--- src/rtl/mux_pkg.sv ---
// Shared encodings and width helpers for the scanning multiplexer family.
package mux_pkg;

  localparam logic MODE_MANUAL = 1'b0;
  localparam logic MODE_AUTO   = 1'b1;

  typedef enum logic {
    SCAN_HOLD = 1'b0,
    SCAN_STEP = 1'b1
  } scan_state_e;

  // Width of a counter/index able to hold 0..n-1, never narrower than one bit.
  function automatic int clog2_min1(input int n);
    return (n <= 2) ? 1 : $clog2(n);
  endfunction

endpackage

--- src/rtl/scan_counter.sv ---
// Dwell counter plus round-robin channel counter; advances after DWELL enabled cycles.
// Zero-cycle decode of the step state; en=0 freezes everything, so an expiry is deferred rather than lost.
module scan_counter
  import mux_pkg::*;
#(
  parameter  int NCH   = 4,
  parameter  int DWELL = 8,
  localparam int SELW  = clog2_min1(NCH),
  localparam int CNTW  = clog2_min1(DWELL) + 1
) (
  input  logic            clk,
  input  logic            rst_n,
  input  logic            en,
  input  logic            load,
  input  logic [SELW-1:0] load_val,
  output logic [SELW-1:0] chan,
  output logic            wrap_pend
);

  localparam logic [CNTW-1:0] LAST_DWELL = CNTW'(DWELL - 1);
  localparam logic [SELW-1:0] LAST_CH    = SELW'(NCH - 1);

  logic [CNTW-1:0] dwell_cnt;
  logic [CNTW-1:0] dwell_nxt;
  logic [SELW-1:0] chan_nxt;
  logic            wrap_nxt;
  scan_state_e     state;

  always_comb begin
    state     = (dwell_cnt == LAST_DWELL) ? SCAN_STEP : SCAN_HOLD;
    dwell_nxt = dwell_cnt;
    chan_nxt  = chan;
    wrap_nxt  = wrap_pend;
    if (en) begin
      // wrap_pend marks that channel 0 was reached by wrapping and is shown on the next enabled edge
      wrap_nxt = 1'b0;
      if (load) begin
        dwell_nxt = '0;
        chan_nxt  = load_val;
      end else if (state == SCAN_STEP) begin
        dwell_nxt = '0;
        if (chan == LAST_CH) begin
          chan_nxt = '0;
          wrap_nxt = 1'b1;
        end else begin
          chan_nxt = chan + 1'b1;
        end
      end else begin
        dwell_nxt = dwell_cnt + 1'b1;
      end
    end
  end

  always_ff @(posedge clk or negedge rst_n) begin
    if (!rst_n) begin
      dwell_cnt <= '0;
      chan      <= '0;
      wrap_pend <= 1'b0;
    end else begin
      dwell_cnt <= dwell_nxt;
      chan      <= chan_nxt;
      wrap_pend <= wrap_nxt;
    end
  end

endmodule

--- src/rtl/mux_scan_reg.sv ---
// Registered NCH-channel mux with manual select or auto round-robin scan; 1-cycle din->dout latency.
// No backpressure: en=0 holds data/index/counters and drops valid and wrap.
module mux_scan_reg
  import mux_pkg::*;
#(
  parameter  int WIDTH = 4,
  parameter  int NCH   = 4,
  parameter  int DWELL = 8,
  localparam int SELW  = clog2_min1(NCH)
) (
  input  logic                 clk,
  input  logic                 rst_n,
  input  logic [NCH*WIDTH-1:0] din,
  input  logic                 mode,
  input  logic [SELW-1:0]      sel,
  input  logic                 en,
  output logic [WIDTH-1:0]     dout,
  output logic [SELW-1:0]      ch_out,
  output logic                 valid,
  output logic                 wrap,
  output logic                 sel_err
);

  localparam logic [SELW:0] NCH_EXT = (SELW + 1)'(NCH);

  logic [WIDTH-1:0] ch_data [NCH];
  logic             sel_ok;
  logic             load;
  logic [SELW-1:0]  load_val;
  logic [SELW-1:0]  chan;
  logic             wrap_pend;

  for (genvar k = 0; k < NCH; k++) begin : g_unpack
    assign ch_data[k] = din[k*WIDTH +: WIDTH];
  end

  assign sel_ok   = ({1'b0, sel} < NCH_EXT);
  assign load     = (mode == MODE_MANUAL);
  assign load_val = sel_ok ? sel : '0;

  // Manual mode keeps the scan counter parked on the clamped select so auto resumes from there.
  scan_counter #(
    .NCH   (NCH),
    .DWELL (DWELL)
  ) u_scan (
    .clk       (clk),
    .rst_n     (rst_n),
    .en        (en),
    .load      (load),
    .load_val  (load_val),
    .chan      (chan),
    .wrap_pend (wrap_pend)
  );

  always_ff @(posedge clk or negedge rst_n) begin
    if (!rst_n) begin
      dout    <= '0;
      ch_out  <= '0;
      valid   <= 1'b0;
      wrap    <= 1'b0;
      sel_err <= 1'b0;
    end else begin
      valid <= en;
      wrap  <= en && (mode == MODE_AUTO) && wrap_pend;
      if (en) begin
        if (mode == MODE_MANUAL) begin
          sel_err <= !sel_ok;
          if (sel_ok) begin
            dout   <= ch_data[sel];
            ch_out <= sel;
          end else begin
            dout   <= '0;
            ch_out <= '0;
          end
        end else begin
          dout    <= ch_data[chan];
          ch_out  <= chan;
          sel_err <= 1'b0;
        end
      end
    end
  end

endmodule
--- config.mk ---
export PLATFORM = sky130hd
export DESIGN_NAME = mux_scan_reg
export DESIGN_NICKNAME = d
export VERILOG_FILES = /design/src/rtl/mux_pkg.sv /design/src/rtl/scan_counter.sv /design/src/rtl/mux_scan_reg.sv
export SDC_FILE = /design/constraint.sdc
export NUM_CORES = 1
export LEC_CHECK = 0
export ABC_AREA = 1
export ABC_CLOCK_PERIOD_IN_PS = 1460
export CAP_MARGIN = 10
export CORE_AREA = 2 2 57 46
export CTS_CLUSTER_DIAMETER = 50
export CTS_CLUSTER_SIZE = 25
export DETAILED_ROUTE_END_ITERATION = 8
export DIE_AREA = 0 0 59 48
export GPL_ROUTABILITY_DRIVEN = 0
export GPL_TIMING_DRIVEN = 0
export PLACE_DENSITY_LB_ADDON = 0.15
export SYNTH_ARGS = -nofsm -noshare
export SYNTH_HDL_FRONTEND = slang
export SYNTH_SLANG_ARGS = --single-unit
--- constraint.sdc ---
create_clock -name clk -period 1.46 [get_ports clk]
set_clock_uncertainty 0.2 [all_clocks]
set_input_delay 0.292 -clock clk [delete_from_list [all_inputs] [get_ports clk]]
set_output_delay 0.292 -clock clk [all_outputs]
set_load 0.02 [all_outputs]
## Word-level counts from Yosys, hierarchy flattened

Index checks and enable logic that the tools add are counted.

| cells by class | value |
|---|---|
| $add $sub $neg | 2 |
| order comparisons | 2 |
| equal/unequal tests | 3 |
| multiplexer cells | 17 |
| bitwise operators | 2 |
| reductions and logical operators | 3 |

Operators by type and width:

| cell | number |
|---|---|
| $mux W4 | 7 |
| $bmux W4 S2 | 2 |
| $mux W2 | 4 |
| $ge A3 B3 Y1 const B | 2 |
| $not A2 Y3 | 2 |
| $add A4 B1 Y4 const B | 1 |
| $eq A4 B3 Y1 const B | 1 |
| $mux W1 | 4 |
| $add A2 B1 Y2 const B | 1 |
| $eq A2 B2 Y1 const B | 1 |
| $logic_and A1 B1 Y1 | 2 |
| $ne A2 B1 Y1 const B | 1 |
| $reduce_and A2 Y1 | 1 |

| storage, ports and cells | value |
|---|---|
| register bits after elaboration | 15 |
| input port bits | 22 |
| output and inout bits | 9 |
| word-level logic and storage cells | 36 |

## Longest topological paths before layout

| depth | value |
|---|---|
| depth in word-level cells | 5 |
| depth in mapped cells | 7 |
| mapped depth without buffers | 6 |

## Modules after synthesis

From an unflattened synthesis, not the netlist that was laid out.

| second synthesis, totals | value |
|---|---|
| cell total of the unflattened synthesis | 162 |
| area, all modules | 1076.0 um^2 |

By module, submodules not included:

| module | times used | cells each | area an instance (um^2) | seq. area each (um^2) |
|---|---|---|---|---|
| mux_scan_reg | 1 | 113 | 685.7 | 200.2 |
| scan_counter | 1 | 49 | 390.4 | 175.2 |

## Worst setup path after synthesis

No wires, ideal clock.

| timing path | value |
|---|---|
| kind | register to register |
| start point | reg u_scan.dwell_cnt[0] |
| end point | reg u_scan.chan[1] |
| library setup time | 128 ps |
| arrival | 930 ps |
| data required time | 1132 ps |
| slack | 202 ps |
| cell stages (with the launch flop) | 5 |
| path buffers | 0 |
| period minus slack after synthesis | 1258 ps |
| path through | dfrtp_1 ha_1 nand3_1 a21oi_2 o21ai_0 |

| between the ends | value |
|---|---|
| cells in the longest elaborated chain, start to end | 4 |

Ends and longest elaborated chain:

| element | RTL line | source |
|---|---|---|
| from (decl) | scan_counter.sv:23 | `logic [CNTW-1:0] dwell_cnt;` |
| from (signal assigned) | scan_counter.sv:60 | `dwell_cnt <= dwell_nxt;` |
| $eq A4 B3 Y1 | scan_counter.sv:30 | `state = (dwell_cnt == LAST_DWELL) ? SCAN_STEP : SCAN_HOLD;` |
| $mux W1 | scan_counter.sv:30 |  |
| $ne A2 B1 Y1 (no source line) | -- |  |
| $reduce_and A2 Y1 (no source line) | -- |  |
| to (signal assigned) | scan_counter.sv:61 | `chan <= chan_nxt;` |
| to (decl) | scan_counter.sv:16 | `output logic [SELW-1:0] chan,` |

No other way between the ends.
A chain may end at the register's enable or synchronous reset.

## Final worst setup path

| timing path | value |
|---|---|
| start point | reg dout[0] |
| end point | out dout[0] |

RTL lines:

| element | RTL line | source |
|---|---|---|
| from (decl) | mux_scan_reg.sv:17 | `output logic [WIDTH-1:0] dout,` |
| from (signal assigned) | mux_scan_reg.sv:69 | `dout <= ch_data[sel];` |
| from (signal assigned) | mux_scan_reg.sv:76 | `dout <= ch_data[chan];` |

No word-level cell between the ends.

==> results by group <==
Global route
  – Remaining Overflow, GRT: 0
  – Via count of the first global-routing pass: 1,004
  – Pin count of the biggest net entering global routing: 16
  – Number of antenna violations at the first check in global routing: 0
  – Global-route wire length before repair: 4112 um
  – Global router's overall resource usage: 19.72%

Die
  – Die H: 48 um
  – Die X-Extent: 59 um
  – Area inside the core boundary: 2215 sq um
  – Effective utilization at floorplan: 44.12%
  – I/O pins: 31
  – Row Count: 15
  – DIE AREA: 2832 sq um

Logic synthesis
  – Simple-gate share of the synthesized area: 37.26%
  – Number of register bits inferred by synthesis: 15
  – Post-synthesis area per instance: 6.515 sq um
  – Largest family of logic cells by synthesized area: simple AND/OR/NAND/NOR gates
  – Largest cells by area after synthesis: dfrtp_1, nand2_1, nand3_1
  – Count of flip-flops with a built-in enable after synthesis: 0
  – Number of library cell types mapped by synthesis: 21
  – Yosys warnings: 0
  – Post-synth net total: 174
  – Most used DFF post-synth: dfrtp_1
  – Fraction of synthesized area in multiplexers: 0%
  – XOR/XNOR share of the synthesized area: 1.793%
  – Most instantiated library cell after synthesis: nand2_1
  – Largest area contributor in the synthesized netlist: dfrtp_1
  – Share of flip-flops with an asynchronous set or reset: 100.0%
  – Cells after Synth: 150
  – Area share of the largest cell type after synthesis: 38.41%
  – Sequential area share after synthesis: 38.41%
  – Fraction of the mapped netlist area in compound gates: 7.682%
  – Synth top cells by count: nand2_1, nand3_1, inv_1, dfrtp_1, inv_2
  – Synth Cell Area: 977.2 sq um
  – Post-Synth Adder-Cell Area: 2.561%

Detailed routing
  – Router iterations before antenna repair: 5
  – Routed Antenna Nets: 0
  – Detailed router's first-iteration violation count: 26
  – Total length of routed wires: 2529 um
  – Total via count in the routed design: 1,060
  – Average wire length per cell after detail routing: 12.22 um
  – DRC violation count after routing: 0
  – Detailed-route vias per instance: 5.121

Clock tree
  – Cts bufs inserted: 3
  – CTS Root Cell: clkbuf_4
  – Number of sinks handled by clock tree synthesis: 15
  – TritonCTS clock tree: yes
  – Number of H-tree levels: 1
  – Buffer depth of the longest clock path: 2
  – Quantity of hold-fixing buffers added after cts: 0
  – Clock-pin slew on the worst setup and hold paths: 0.09 ns
  – Insertion delay of the later-clocked pin in the worst-skew pair: 0.29 ns

Critical path
  – Type of origin of the critical path: register
  – Sort of element at the end of the critical path: output pin
  – Top fanout value on the critical path: 2
  – Chain of cells forming the critical path: clkdlybuf4s15_2
  – Path type of the worst setup path: reg2out
  – Arrival time at the worst endpoint: 0.94 ns
  – Crit-path slowest cell: dfrtp_1
  – Largest stage delay, worst path: 0.39 ns
  – Cell family with the largest share of critical-path delay: flip-flops
  – Critical path buffers and inverters: 1
  – Critical path required time: 0.97 ns

Pwr
  – Peak supply drop: 0.0004458 V
  – Leakage power: 0.0007110 uW
  – Cell area power density: 947.3 nW/um^2

Cells and area
  – Total inserted antenna cells: 0
  – Core Util, Final: 59.27%
  – Net total in the final layout: 207
  – Proportion of layout cells with a drive suffix above 1: 12.64%
  – Area Overhead vs Synth: 34.32%
  – Final cell area excluding filler cells: 1313 sq um

Outcome
  – Status: finished, final reports clean

Timing
  – RSZ-0062 raised after global routing: false
  – Highest Clock Rate: 698.4 MHz
  – Max transition margin: 54.50%
  – Max-slew violation count: 0
  – Final Cycle Share: 98.06%
  – Final Hold Viols: 0
  – Total of endpoints with negative setup slack in the final report: 0
  – Final period demand of the worst path: 1.432 ns
  – Slew at the pin closest to its max-slew limit: 0.6804 ns

Placed design
  – Number of buffers added on ports: 28
  – HPWL after detailed placement: 1858 um
  – Placed Instance Area: 1289 sq um

Run
  – Number of maximum-capacitance constraint violations: 0

Worst hold path
  – Classification of the worst-slack hold path: in2async
==> power by group <==
part           total [uW]  internal [uW]  switching (uW)  leakage [uW]
Combinational         456            191             265      0.000506
Sequential            548            486            62.2      0.000190
Clock                 240            106             133     0.0000150
Total                1240            783             461      0.000711
==> layout make-up <==
cell class	count	area, sq um
Timing Repair Buffer	28	254.0
Tap cell	25	31.28
Fill cell	217	902.1
Clock buffer	4	26.28
Multi-Input combinational cell	106	505.5
Buffer	3	17.52
Inverter	26	101.3
Sequential cell	15	376.6
==> flip-flops by register name, summed over array words and instances (netlist names) <==
register          cells
ch_out                2
u_scan.chan           2
u_scan.dwell_cnt      4
dout                  4
u_scan.wrap_pend      1
wrap                  1
valid                 1
==> cell usage in the layout, fill, tap and decap left out <==
master           synthesis  routed
inv_2                    4       3
buf_4                    1       1
nor2_1                   2       2
dlygate4sd2_1            0       1
a22o_1                   1       1
inv_4                    0       1
nand2_1                 64      64
o211ai_1                 1       1
xor2_1                   2       2
o221ai_1                 1       1
inv_1                   21      21
clkbuf_2                 0       6
clkdlybuf4s15_2          0       2
o22ai_1                  1       1
a21oi_4                  0       1
nand2_2                  1       1
dfrtp_2                  0       1
conb_1                   1       1
nand3_1                 22      21
nand3_4                  0       1
o21ai_1                  2       2
o21ai_0                  3       3
clkbuf_1                 0       1
ha_1                     2       2
clkdlybuf4s50_1          0      18
dlymetal6s2s_1           0       1
clkinv_2                 1       1
buf_2                    2       2
a21oi_1                  2       2
dfrtp_1                 15      14
clkbuf_4                 0       3
==> cells by family (layout without fill, tap and decap cells) <==
kind of cell	count (synthesis)	in the layout
adders and majority gates	2	2
AOI/OAI and AO/OA	12	12
buffers and inverters	29	61
and+or+nand+nor	89	89
DFF	15	15
other	1	1
xor gates and xnor gates	2	2
==> per-stage QoR <==
| step | total power (uW) | std cells | hold WS [ns] | setup WS, ns | TNS, ns |
|---|---|---|---|---|---|
| CTS | 1239 | 207 | 0.2063 | 0.001184 | 0 |
| global placement | 1003 | 203 | 0.2689 | -0.3106 | -3.148 |
| global route | 1330 | 207 | 0.2241 | 0.0009956 | 0 |
| finish | 1243 | 207 | 0.2114 | 0.02826 | 0 |
| floorplan | 816.0 | 150 | -0.2036 | 0.2023 | 0 |
| detailed placement | 1015 | 203 | 0.2705 | -0.3141 | -3.019 |
==> routing by layer <==
| metal | part of all wire [%] | routed length, um | GRT usage, % |
|---|---|---|---|
| met5 | 0 | 0 | 0 |
| met4 | 0 | 0 | 2.727 |
| met3 | 7.6 | 192 | 6.486 |
| met2 | 48 | 1208 | 36.44 |
| met1 | 45 | 1128 | 23.36 |
==> worst paths after layout <==
path	start	cells past startpoint	slack [ns]	endpoint
min	rst_n	1	0.21	dout[1]
min in group clk	sel[0]	3	0.21	ch_out[0]
max reg2reg	u_scan.dwell_cnt[0]	5	0.08	u_scan.chan[0]
max in group asynchronous	rst_n	1	0.38	u_scan.chan[1]
max	dout[0]	1	0.03	dout[0]
min reg2reg	ch_out[0]	2	0.29	ch_out[0]
==> timing repair <==
item	CTS	global route
pin swaps	0	1
setup buffers	0	0
setup endpoints to repair	11	13
resized for setup	19	12
Power figures use the tool's default switching activity.
